$ cat config.mk
export PLATFORM = sky130hd
export DESIGN_NAME = bp_be_calc_status_tracker
export DESIGN_NICKNAME = d
export VERILOG_FILES = /design/src/rtl/bp_be_calc_status_tracker.sv
export SDC_FILE = /design/constraint.sdc
export NUM_CORES = 1
export LEC_CHECK = 0
export BUFFER_PORTS_ARGS = -buffer_cell sky130_fd_sc_hd__buf_2
export CAP_MARGIN = 30
export CORE_MARGIN = 2
export CORE_UTILIZATION = 54
export DETAILED_ROUTE_END_ITERATION = 12
export GPL_TIMING_DRIVEN = 0
export PLACE_DENSITY = 0.79
export SKIP_CTS_REPAIR_TIMING = 1
export SLEW_MARGIN = 40
export SYNTH_ARGS = -nofsm -noshare
export SYNTH_HDL_FRONTEND = slang
export SYNTH_SLANG_ARGS = --single-unit
export TNS_END_PERCENT = 10
$ cat constraint.sdc
create_clock -name clk_i -period 19.8 [get_ports clk_i]
set_input_delay 5.94 -clock clk_i [delete_from_list [all_inputs] [get_ports clk_i]]
set_output_delay 5.94 -clock clk_i [all_outputs]
set_load 0.01 [all_outputs]
$ cat src/rtl/bp_be_calc_status_tracker.sv
// Issue-to-retire status tracker for a short calculator pipe: ISD slot, three EX stages,
// expected next-PC tracking and a retired-instruction counter.
module bp_be_calc_status_tracker (
    input  logic        clk_i,
    input  logic        reset_i,

    input  logic        issue_v_i,
    output logic        issue_ready_o,
    input  logic [63:0] issue_pc_i,
    input  logic [4:0]  issue_rd_addr_i,
    input  logic        issue_irf_w_v_i,
    input  logic        issue_frf_w_v_i,

    input  logic        chk_dispatch_v_i,
    input  logic        chk_poison_isd_i,
    input  logic        chk_poison_ex_i,
    input  logic        chk_roll_i,

    input  logic        ex1_br_taken_i,
    input  logic [63:0] ex1_br_tgt_i,

    output logic [2:0]  stage_v_o,
    output logic [14:0] stage_rd_addr_o,
    output logic [2:0]  stage_irf_w_v_o,
    output logic [2:0]  stage_frf_w_v_o,

    output logic        isd_v_o,
    output logic [63:0] isd_pc_o,
    output logic [4:0]  isd_rd_addr_o,

    output logic        expected_npc_v_o,
    output logic [63:0] expected_npc_o,
    output logic [31:0] retire_cnt_o
);

    localparam int STAGES = 3;

    typedef struct packed {
        logic        v;
        logic [63:0] pc;
        logic [4:0]  rd;
        logic        irf;
        logic        frf;
    } entry_t;

    entry_t                isd_q, isd_d;
    entry_t [STAGES-1:0]   ex_q, ex_d;
    logic                  npc_v_q, npc_v_d;
    logic [63:0]           npc_q, npc_d;
    logic [31:0]           retire_cnt_q, retire_cnt_d;

    logic issue_fire;
    logic ex1_go;

    assign issue_ready_o = ~chk_roll_i & (~isd_q.v | chk_dispatch_v_i | chk_poison_isd_i);
    assign issue_fire    = issue_v_i & issue_ready_o;
    assign ex1_go        = isd_q.v & chk_dispatch_v_i & ~chk_poison_isd_i & ~chk_roll_i;

    always_comb begin
        isd_d = isd_q;
        if (chk_roll_i) begin
            isd_d.v = 1'b0;
        end else if (issue_fire) begin
            isd_d.v   = 1'b1;
            isd_d.pc  = issue_pc_i;
            isd_d.rd  = issue_rd_addr_i;
            isd_d.irf = issue_irf_w_v_i;
            isd_d.frf = issue_frf_w_v_i;
        end else if (chk_dispatch_v_i | chk_poison_isd_i) begin
            isd_d.v = 1'b0;
        end
    end

    // Write flags are stored pre-gated so the stage outputs stay pure register reads.
    always_comb begin
        ex_d        = ex_q;
        ex_d[0]     = isd_q;
        ex_d[0].v   = ex1_go;
        ex_d[0].irf = isd_q.irf & ex1_go;
        ex_d[0].frf = isd_q.frf & ex1_go;
        for (int i = 1; i < STAGES; i++) begin
            ex_d[i]     = ex_q[i-1];
            ex_d[i].v   = ex_q[i-1].v & ~chk_poison_ex_i & ~chk_roll_i;
            ex_d[i].irf = ex_q[i-1].irf & ex_d[i].v;
            ex_d[i].frf = ex_q[i-1].frf & ex_d[i].v;
        end
    end

    always_comb begin
        npc_v_d = npc_v_q;
        npc_d   = npc_q;
        if (chk_roll_i) begin
            npc_v_d = 1'b0;
        end else if (ex_q[0].v) begin
            npc_v_d = 1'b1;
            npc_d   = ex1_br_taken_i ? ex1_br_tgt_i : ex_q[0].pc + 64'd4;
        end else if (ex1_go) begin
            npc_v_d = 1'b0;
        end
    end

    // EX3 retires regardless of a concurrent roll.
    assign retire_cnt_d = retire_cnt_q + {31'd0, ex_q[STAGES-1].v};

    always_ff @(posedge clk_i or posedge reset_i) begin
        if (reset_i) begin
            isd_q        <= '0;
            ex_q         <= '0;
            npc_v_q      <= 1'b0;
            npc_q        <= '0;
            retire_cnt_q <= '0;
        end else begin
            isd_q        <= isd_d;
            ex_q         <= ex_d;
            npc_v_q      <= npc_v_d;
            npc_q        <= npc_d;
            retire_cnt_q <= retire_cnt_d;
        end
    end

    for (genvar g = 0; g < STAGES; g++) begin : g_stage_out
        assign stage_v_o[g]             = ex_q[g].v;
        assign stage_rd_addr_o[g*5 +: 5] = ex_q[g].rd;
        assign stage_irf_w_v_o[g]       = ex_q[g].irf;
        assign stage_frf_w_v_o[g]       = ex_q[g].frf;
    end

    assign isd_v_o          = isd_q.v;
    assign isd_pc_o         = isd_q.pc;
    assign isd_rd_addr_o    = isd_q.rd;
    assign expected_npc_v_o = npc_v_q;
    assign expected_npc_o   = npc_q;
    assign retire_cnt_o     = retire_cnt_q;

endmodule

==> summary.md, run 1 <==
| Metric | Value |
|---|---|
| Worst-margin pin slew | 800.2 ps |
| LEAKAGE | 6.794 nW |
| Power consumption | 1.416 mW |
| Synth Register Bits | 257 |
| CP Max Fanout | 2 |
| Total area of sequential cells | 6431 sq um |
| Synth Area in Compound Gates | 6.726% |
| Setup violations, final | 0 |
| Hpwl dp | 23,760 um |
| Peak VDD IR | 0.00008529 V |
| H-tree depth | 1 |
| DRT Pass-1 Iters | 5 |
| Flop-to-flop setup slack | 16,900 ps |
| Global-route wire length before repair | 48,870 um |
| Final Wtd Congestion | 0.8441 |
| Pwr/cell area | 101.1 nW/um^2 |
| Synthesis warning total | 0 |
| Synth top area share | 58.11% |
| Minimum clock period | 12,610 ps |
| Worst path arrival time | 6670 ps |
| Avg Cell Area, Syn | 11.39 sq um |
| Multi-input logic area | 3856 sq um |
| Via density per instance | 5.415 |
| HP Class | flop to flop |
| Main synth FF type | dfrtp_1 |
| Largest family of logic cells by synthesized area | simple AND/OR/NAND/NOR gates |
| Nets | 1,484 |
| Crit path from | chk_dispatch_v_i |
| CTS tree | done |
| Chip height | 147.2 um |
| Total GRT Usage | 29.00% |
| Min-Delay Path Depth | 0 |
| Clk_lat worst skew | 520 ps |
| Synthesized instance count | 972 |
| Final instance area | 14,010 sq um |
| Final Core Density | 69.45% |
| Initial drt markers | 528 |
| Post-Route WL | 31,830 um |
| Core area | 20,170 sq um |
| Post-synthesis simple-gate area fraction | 13.42% |
| Grt total ovfl | 0 |
| CTS Buf Count | 27 |
| Routed Antenna Nets | 0 |
| Hold Violations, Final | 0 |
| CTS clk-pin slew, worst paths | 60 ps |
| Initial antenna violation count | 4 |
| Ranking of synthesized cells by area | dfrtp_1, mux2_2, buf_4, xnor2_1, o21ai_0 |
| Number of synthesized flops with an enable pin | 0 |
| XOR/XNOR Fraction of Synth Area | 6.251% |
| Synthesized cell area | 11,070 sq um |
| Synth Area in Adders | 0.3391% |
| Area growth syn-to-layout | 26.55% |
| Fin Setup TNS | 0 ps |
| Placed Area | 13,170 sq um |
| Mux cell area share after synthesis | 8.060% |
| # IOs | 335 |
| Dominant cell by count in the synthesized netlist | dfrtp_1 |
| Reg-to-Reg End | expected_npc_o[51]$_DFFE_PP0P_ |
| TritonCTS Sinks | 257 |
| Syn Nets | 1,118 |
| Cell taking the most area after synthesis | dfrtp_1 |
| Post-synth cell types | 43 |
| FF-to-FF Start | ex_d[84]$_DFF_PP0_ |
| Status | finished, final reports clean |
| Die X | 147.2 um |
| Clock Skew | 11.64 ps |
| End of the worst hold path | stage_rd_addr_o[9]$_DFF_PP0_ |
| CTS Buffer Depth | 3 |
| Remaining DRCs | 0 |
| Worst endpoint required time | 13,860 ps |
| Max Slew Vio Count | 0 |
| Crit path kind | input pin to output port |
| Max Fclk | 0.07927 GHz |
| Layout cell share with drive strength beyond 1 | 39.41% |
| Die Area | 21,660 sq um |
| Row cnt | 52 |
| CP Capture Type | output port |
| Final period util | 63.71% |
| Commonest cells post-synth | dfrtp_1, buf_4, mux2_2 |
| Fill cells | 1,521 |
| Hold path start | stage_rd_addr_o[4]$_DFF_PP0_ |
| Relative slew slack | 46.24% |
| Largest net degree at the start of global routing | 76 |
| Root Buffer | clkbuf_16 |
| Worst reg2reg path depth | 6 |
| Port Buffer Count | 334 |
| Vias in the first global route | 8,740 |
| Register area share after synthesis | 58.11% |
| Routed vias | 8,816 |
| Max_cap viols | 0 |
| Initial core utilization | 54.88% |
| Async set-or-reset flop fraction in the synthesized netlist | 100.0% |
| Wirelength per Cell | 19.55 um |
| Crit start category | input pin |
| RSZ-0062 raised after global routing | no |
how the worst max path moves through the flow:
| stage | end | slack [ps] | depth (start not counted) |
|---|---|---|---|
| after floorplan | ex_d[100]$_DFF_PP0_ | 6790 | 1 |
| final | issue_ready_o | 7190 | 4 |
| after global placement | isd_pc_o[40]$_DFFE_PP0P_ | 4150 | 2 |
| after detailed placement | issue_ready_o | 7220 | 4 |
| after CTS | issue_ready_o | 7200 | 4 |
| after global routing | issue_ready_o | 7140 | 4 |
where the power goes:
group / switching [mW] / internal (mW) / total [mW]
Clock: 0.196 / 0.282 / 0.478
Sequential: 0.0650 / 0.607 / 0.672
Combinational: 0.131 / 0.135 / 0.266
Total: 0.393 / 1.02 / 1.42
metrics by stage:
stage / setup slack (ps) / hold WS (ps) / std cells
floorplan: 6790 / 354.8 / 972
global placement: 4152 / 360.0 / 1576
detailed placement: 7220 / 364.5 / 1579
CTS: 7198 / 377.8 / 1625
global route: 7143 / 380.8 / 1627
finish: 7186 / 377.8 / 1628
state kept, by name, indices dropped and copies added (netlist names):
register,flops
stage_frf_w_v_o,3
expected_npc_v_o,1
stage_v_o,3
stage_rd_addr_o,15
stage_irf_w_v_o,3
ex_d,64
expected_npc_o,64
isd_v_o,1
isd_pc_o,64
isd_q,2
retire_cnt_o,32
isd_rd_addr_o,5
metal layers:
layer / up-vias / routed length [um] / global-route usage [%]
li1: 4029 / - / -
met1: 4314 / 12730 / 38.09
met2: 410 / 15640 / 48.83
met3: 61 / 2662 / 6.708
met4: 2 / 778 / 7.981
met5: - / 13 / 0
logic make-up (layout without fill, tap and decap cells):
family / after synthesis / in the layout
buf+inv: 128 / 511
simple gates: 290 / 290
flops: 257 / 257
fa+ha+maj: 3 / 3
xor+xnor: 79 / 79
mux: 80 / 80
other cells: 0 / 3
compound gates: 135 / 135
worst max-delay path, cell delays in order:
cell	delay, ps
buf_2	110
nor3b_1	310
nor2_1	150
buf_2	170
placed cells by master (no fill, tap or decap), drive strengths merged, types with 7 or more instances in the layout:
master,netlist,routed
buf,82,419
dfrtp,257,257
clkbuf,39,82
mux2,73,73
nand2,67,67
nor2,61,61
o21ai,59,59
xnor2,49,49
a21oi,44,44
nand3,33,33
xor2,30,30
nand4,27,27
and3,24,24
nor3,20,20
o22ai,18,18
nor4,15,15
and2,14,14
and4,12,12
mux2i,7,7
cell type report:
cell class	instances	share of cell area (%)
Sequential cell	257	45.91
Clock inverter	3	0.2858
Antenna cell	3	0.05360
Buffer	121	5.431
Inverter	7	0.2412
Tap cell	270	2.412
Multi-Input combinational cell	587	27.53
Timing Repair Buffer	337	12.52
Clock buffer	43	5.610
(Power assumes the default switching activity.)
==> run 2, diff against run 1 <==
--- a/config.mk
+++ b/config.mk
@@ -8,10 +8,10 @@
 export BUFFER_PORTS_ARGS = -buffer_cell sky130_fd_sc_hd__buf_2
 export CAP_MARGIN = 30
 export CORE_MARGIN = 2
-export CORE_UTILIZATION = 54
+export CORE_UTILIZATION = 52
 export DETAILED_ROUTE_END_ITERATION = 12
 export GPL_TIMING_DRIVEN = 0
-export PLACE_DENSITY = 0.79
+export PLACE_DENSITY = 0.77
 export SKIP_CTS_REPAIR_TIMING = 1
 export SLEW_MARGIN = 40
 export SYNTH_ARGS = -nofsm -noshare
==> constraint.sdc (replaced) <==
create_clock -name clk_i -period 12 [get_ports clk_i]
set_input_delay 3.6 -clock clk_i [delete_from_list [all_inputs] [get_ports clk_i]]
set_output_delay 3.6 -clock clk_i [all_outputs]
set_load 0.01 [all_outputs]
==> summary.md, run 2 (synthesis results as in run 1) <==
| Metric | Value |
|---|---|
| Setup violations, final | 0 (unchanged) |
| Crit-path most repeated cell | buf_2 |
| Largest net degree at the start of global routing | 79 (+3.9%) |
| DRT Pass-1 Iters | 5 (unchanged) |
| Nets | 1,483 (-0.067%) |
| Crit path kind | input pin to output port |
| Grt total ovfl | 0 (unchanged) |
| CTS Buffer Depth | 3 (unchanged) |
| Total GRT Usage | 27.40% (-1.6 points) |
| Max Fclk | 0.1285 GHz |
| Via density per instance | 5.344 (-1.3%) |
| Max Slew Vio Count | 0 (unchanged) |
| Worst-margin pin slew | 857.8 ps (+57.61 ps) |
| CTS Buf Count | 26 (-3.7%) |
| Placed Area | 13,180 sq um (about the same) |
| Crit start category | input pin |
| Pwr/cell area | 165.2 nW/um^2 (+63%) |
| Worst hold margin | 374.9 ps (-2.866 ps) |
| Max_cap viols | 0 (unchanged) |
| Worst reg2reg path depth | 6 (unchanged) |
| Commonest cells after routing, fill and taps aside | buf_2, dfrtp_1, buf_4 |
| Clock Skew | 8.226 ps (-3.415 ps) |
| Row cnt | 53 (+1.9%) |
| Root Buffer | clkbuf_16 |
| CP top delay family | simple AND/OR/NAND/NOR gates |
| CP Capture Type | output port |
| CP max-delay cell | nor3b_1 |
| HP Class | flop to flop |
| Port Buffer Count | 334 (unchanged) |
| Delay of the slowest cell on the worst path | 250 ps (-60 ps) |
| Initial core utilization | 52.82% (-2.1 points) |
| Critical Path, Cell by Cell | buf_2 > nor3b_1 > nor2_1 > buf_2 |
| Wirelength per Cell | 19.22 um (-1.7%) |
| LEAKAGE | 6.796 nW (about the same) |
| Vias in the first global route | 8,467 (-3.1%) |
| CTS tree | done |
| Final Wtd Congestion | 0.8618 (+2.1%) |
| Routed Antenna Nets | 0 (unchanged) |
| Final period util | 64.87% |
| H-tree depth | 1 (unchanged) |
| Fin cells | 1,635 (+0.43%) |
| Peak VDD IR | 0.0001174 V (+38%) |
| DP Worst Slack | 4217 ps (-3003 ps) |
| TritonCTS Sinks | 257 (unchanged) |
| Fill cells | 1,660 (+9.1%) |
| Worst endpoint required time | 8400 ps (-5460 ps) |
| Core area | 20,960 sq um (+3.9%) |
| # IOs | 335 (unchanged) |
| Final Core Density | 66.77% (-2.7 points) |
| Hold path start | stage_rd_addr_o[6]$_DFF_PP0_ |
| Fin Setup TNS | 0 ps (unchanged) |
| Final worst setup slack | 4216 ps (-2970 ps) |
| Layout cell share with drive strength beyond 1 | 39.75% (+0.34 points) |
| Routed vias | 8,738 (-0.88%) |
| Die X | 149.9 um (+1.9%) |
| CP Max Fanout | 2 (unchanged) |
| Global-route wire length before repair | 47,200 um (-3.4%) |
| Relative slew slack | 42.37% (-3.9 points) |
| Minimum clock period | 7784 ps |
| Reg-to-Reg End | expected_npc_o[51]$_DFFE_PP0P_ |
| RSZ-0062 raised after global routing | no |
| Hold Violations, Final | 0 (unchanged) |
| End of the worst hold path | stage_rd_addr_o[11]$_DFF_PP0_ |
| Commonest non-fill, non-tap cell in the layout | buf_2 |
| Final instance area | 13,990 sq um (-0.11%) |
| Dpl cells | 1,584 (+0.32%) |
| Min-Delay Path Depth | 0 (unchanged) |
| Power consumption | 2.311 mW (+63%) |
| Flop-to-flop setup slack | 9070 ps (-7830 ps) |
| Initial antenna violation count | 3 (-1) |
| Area growth syn-to-layout | 26.42% |
| Chip height | 149.9 um (+1.9%) |
| Clk_lat worst skew | 530 ps (about the same) |
| FF-to-FF Start | ex_d[84]$_DFF_PP0_ |
| Die Area | 22,470 sq um (+3.7%) |
| CTS clk-pin slew, worst paths | 60 ps (about the same) |
| Initial drt markers | 423 (-20%) |
| Remaining DRCs | 0 (unchanged) |
| Hpwl dp | 23,560 um (-0.84%) |
| CP bufs+invs | 2 (unchanged) |
| Post-Route WL | 31,420 um (-1.3%) |
| Worst path arrival time | 4180 ps (-2490 ps) |
| Status | finished, final reports clean |
run 2: final cells by class:
cell class | instances | area, sq um | share of cell area (%)
antenna | 4 | 10.01 | 0.07154
inverter | 7 | 33.78 | 0.2414
tap | 275 | 344.1 | 2.459
buffer | 121 | 760.7 | 5.437
clock buffer | 38 | 757.0 | 5.410
clock inverter | 9 | 45.04 | 0.3219
multi-input combinational | 587 | 3856 | 27.56
sequential | 257 | 6431 | 45.96
timing repair buffer | 337 | 1754 | 12.54
run 2: power by group:
part / internal, mW / switching [mW] / total, mW / leakage, nW
clock: 0.436 / 0.332 / 0.767 / 0.405
sequential: 1.00 / 0.107 / 1.11 / 3.17
combinational: 0.222 / 0.213 / 0.436 / 3.22
run 2: how the worst max path moves through the flow:
stage,start,end,slack [ps],cells after the start
4_1_cts,chk_dispatch_v_i,issue_ready_o,4220,4
3_5_place_dp,chk_dispatch_v_i,issue_ready_o,4220,4
5_1_grt,chk_dispatch_v_i,issue_ready_o,4140,4
6_report,chk_dispatch_v_i,issue_ready_o,4220,4
3_3_place_gp,reset_i,isd_pc_o[41]$_DFFE_PP0P_,-1300,2
2_1_floorplan,reset_i,ex_d[100]$_DFF_PP0_,1330,1
run 2: routing by layer:
layer / part of all wire (%) / vias to the layer above / GRT usage [%]
met3: 7.6 / 50 / 5.823
met1: 41 / 4269 / 36.22
li1: - / 4045 / -
met4: 2.6 / 0 / 7.594
met2: 49 / 374 / 45.98
met5: 0 / - / 0
==> run 3, diff against run 2 <==
==> constraint.sdc (replaced) <==
create_clock -name clk_i -period 7.9 [get_ports clk_i]
set_input_delay 2.37 -clock clk_i [delete_from_list [all_inputs] [get_ports clk_i]]
set_output_delay 2.37 -clock clk_i [all_outputs]
set_load 0.01 [all_outputs]
==> summary.md, run 3 (synthesis results as in run 1) <==
| Metric | Value |
|---|---|
| Status | finished, final reports clean |
| Root Buffer | clkbuf_16 |
| Core area | 20,960 sq um (unchanged) |
| Max_cap viols | 0 (unchanged) |
| Flop-to-flop setup slack | 5000 ps (-4070 ps) |
| Max Fclk | 0.1828 GHz |
| Clock Skew | 19.25 ps (+11.03 ps) |
| Final Core Density | 68.57% (+1.8 points) |
| Die Area | 22,470 sq um (unchanged) |
| CP bufs+invs | 2 (unchanged) |
| Chip height | 149.9 um (unchanged) |
| CTS Buf Count | 26 (unchanged) |
| Crit-path most repeated cell | buf_2 |
| Relative slew slack | 43.14% (+0.76 points) |
| Min-Delay Path Depth | 0 (unchanged) |
| CTS tree | done |
| Grt total ovfl | 0 (unchanged) |
| Minimum clock period | 5470 ps |
| Port Buffer Count | 334 (unchanged) |
| Die X | 149.9 um (unchanged) |
| Hold path start | stage_rd_addr_o[8]$_DFF_PP0_ |
| CP max-delay cell | nor3b_1 |
| Total GRT Usage | 28.33% (+0.93 points) |
| Hold Violations, Final | 0 (unchanged) |
| Worst-margin pin slew | 846.4 ps (-11.36 ps) |
| Routing usage on met1 | 36.81% (+0.59 points) |
| End of the worst hold path | stage_rd_addr_o[13]$_DFF_PP0_ |
| Final period util | 69.24% |
| Critical Path, Cell by Cell | buf_2 > nor3b_1 > nor2_1 > buf_2 |
| Worst endpoint required time | 5530 ps (-2870 ps) |
| CP top delay family | simple AND/OR/NAND/NOR gates |
| Routed Antenna Nets | 0 (unchanged) |
| CP Max Fanout | 2 (unchanged) |
| TritonCTS Sinks | 257 (unchanged) |
| RSZ-0062 raised after global routing | no |
| Worst reg2reg path depth | 6 (unchanged) |
| Commonest non-fill, non-tap cell in the layout | buf_2 |
| Placed Area | 13,470 sq um (+2.2%) |
| Fin Setup TNS | 0 ps (unchanged) |
| Via density per instance | 5.375 (+0.58%) |
| Max Slew Vio Count | 0 (unchanged) |
| Hpwl dp | 24,280 um (+3.1%) |
| Initial antenna violation count | 4 (+1) |
| Layout cell share with drive strength beyond 1 | 40.57% (+0.82 points) |
| Setup violations, final | 0 (unchanged) |
| Clk_lat worst skew | 530 ps (about the same) |
| CP Capture Type | output port |
| Final Wtd Congestion | 0.8525 (-1.1%) |
| Final instance area | 14,370 sq um (+2.7%) |
| # IOs | 335 (unchanged) |
| DRT Pass-1 Iters | 6 (+1) |
| Delay of the slowest cell on the worst path | 370 ps (+120 ps) |
| Global-route wire length before repair | 48,870 um (+3.5%) |
| H-tree depth | 1 (unchanged) |
| Initial drt markers | 535 (+26%) |
| LEAKAGE | 6.964 nW (+2.5%) |
| Vias in the first global route | 8,672 (+2.4%) |
| Nets | 1,494 (+0.74%) |
| Routed vias | 8,864 (+1.4%) |
| HP Class | flop to flop |
| Crit path kind | input pin to output port |
| Reg-to-Reg End | expected_npc_o[51]$_DFFE_PP0P_ |
| Worst path arrival time | 3100 ps (-1080 ps) |
| Peak VDD IR | 0.0001706 V (+45%) |
| Fin cells | 1,649 (+0.86%) |
| Crit start category | input pin |
| Dpl cells | 1,595 (+0.69%) |
| Row cnt | 53 (unchanged) |
| Post-Route WL | 32,320 um (+2.9%) |
| Met2 usage | 47.79% (+1.8 points) |
| Remaining DRCs | 0 (unchanged) |
| Top Usage Layer GRT | met2 |
| CTS clk-pin slew, worst paths | 60 ps (about the same) |
| Commonest cells after routing, fill and taps aside | buf_2, dfrtp_1, buf_4 |
| Levels on crit path | 4 (unchanged) |
| Initial core utilization | 52.82% (unchanged) |
| CTS Buffer Depth | 3 (unchanged) |
| Pwr/cell area | 251.9 nW/um^2 (+53%) |
| Area growth syn-to-layout | 29.82% |
| M3 GR Usage | 6.189% (+0.37 points) |
| Wirelength per Cell | 19.60 um (+2.0%) |
| FF-to-FF Start | ex_d[83]$_DFF_PP0_ |
| Largest net degree at the start of global routing | 27 (-66%) |
run 3: changes by cell type in the layout (fill, tap and decap cells not counted), moves of 2 or more:
cell,change
bufinv_16,+2
clkinvlp_4,+2
buf_16,+10
clkbuf_8,+2
diode_2,+2
clkbuf_1,-3
run 3: worst max path at each step:
stage | from | end | slack, ps
final | chk_dispatch_v_i | issue_ready_o | 2430
after global routing | chk_dispatch_v_i | issue_ready_o | 2390
after global placement | reset_i | isd_pc_o[25]$_DFFE_PP0P_ | 700
after detailed placement | chk_dispatch_v_i | issue_ready_o | 2400
after floorplan | reset_i | ex_d[100]$_DFF_PP0_ | 2140
after CTS | chk_dispatch_v_i | issue_ready_o | 2400
run 3: final cells by class:
type	count	area, sq um
multi-input cells	587	3856
plain buffers	121	762.0
clock buffers	37	773.2
well taps	275	344.1
flip-flops and latches	257	6431
inverters	7	30.03
repair buffers	348	2049
clock inverters	11	107.6
diodes	6	15.01
fillers	1591	6586
run 3: metrics by stage:
stage          worst slack [ps]  hold slack, ps  power (mW)
3_3_place_gp              699.4           359.7       2.341
3_5_place_dp               2402           368.4       2.387
6_report                   2430           378.5       3.620
4_1_cts                    2402           382.0       3.637
2_1_floorplan              2144           354.8       2.058
5_1_grt                    2395           388.7       3.780
run 3: routing by layer:
layer  wire, um  part of all wire, %
met1      12940                   40
met2      15870                   49
met3       2618                  8.1
met4        893                  2.8
met5          0                    0
run 3: report_power, final:
group / switching, mW / internal, mW
Combinational: 0.333 / 0.353
Clock: 0.502 / 0.745
Sequential: 0.166 / 1.52
Total: 1.00 / 2.62
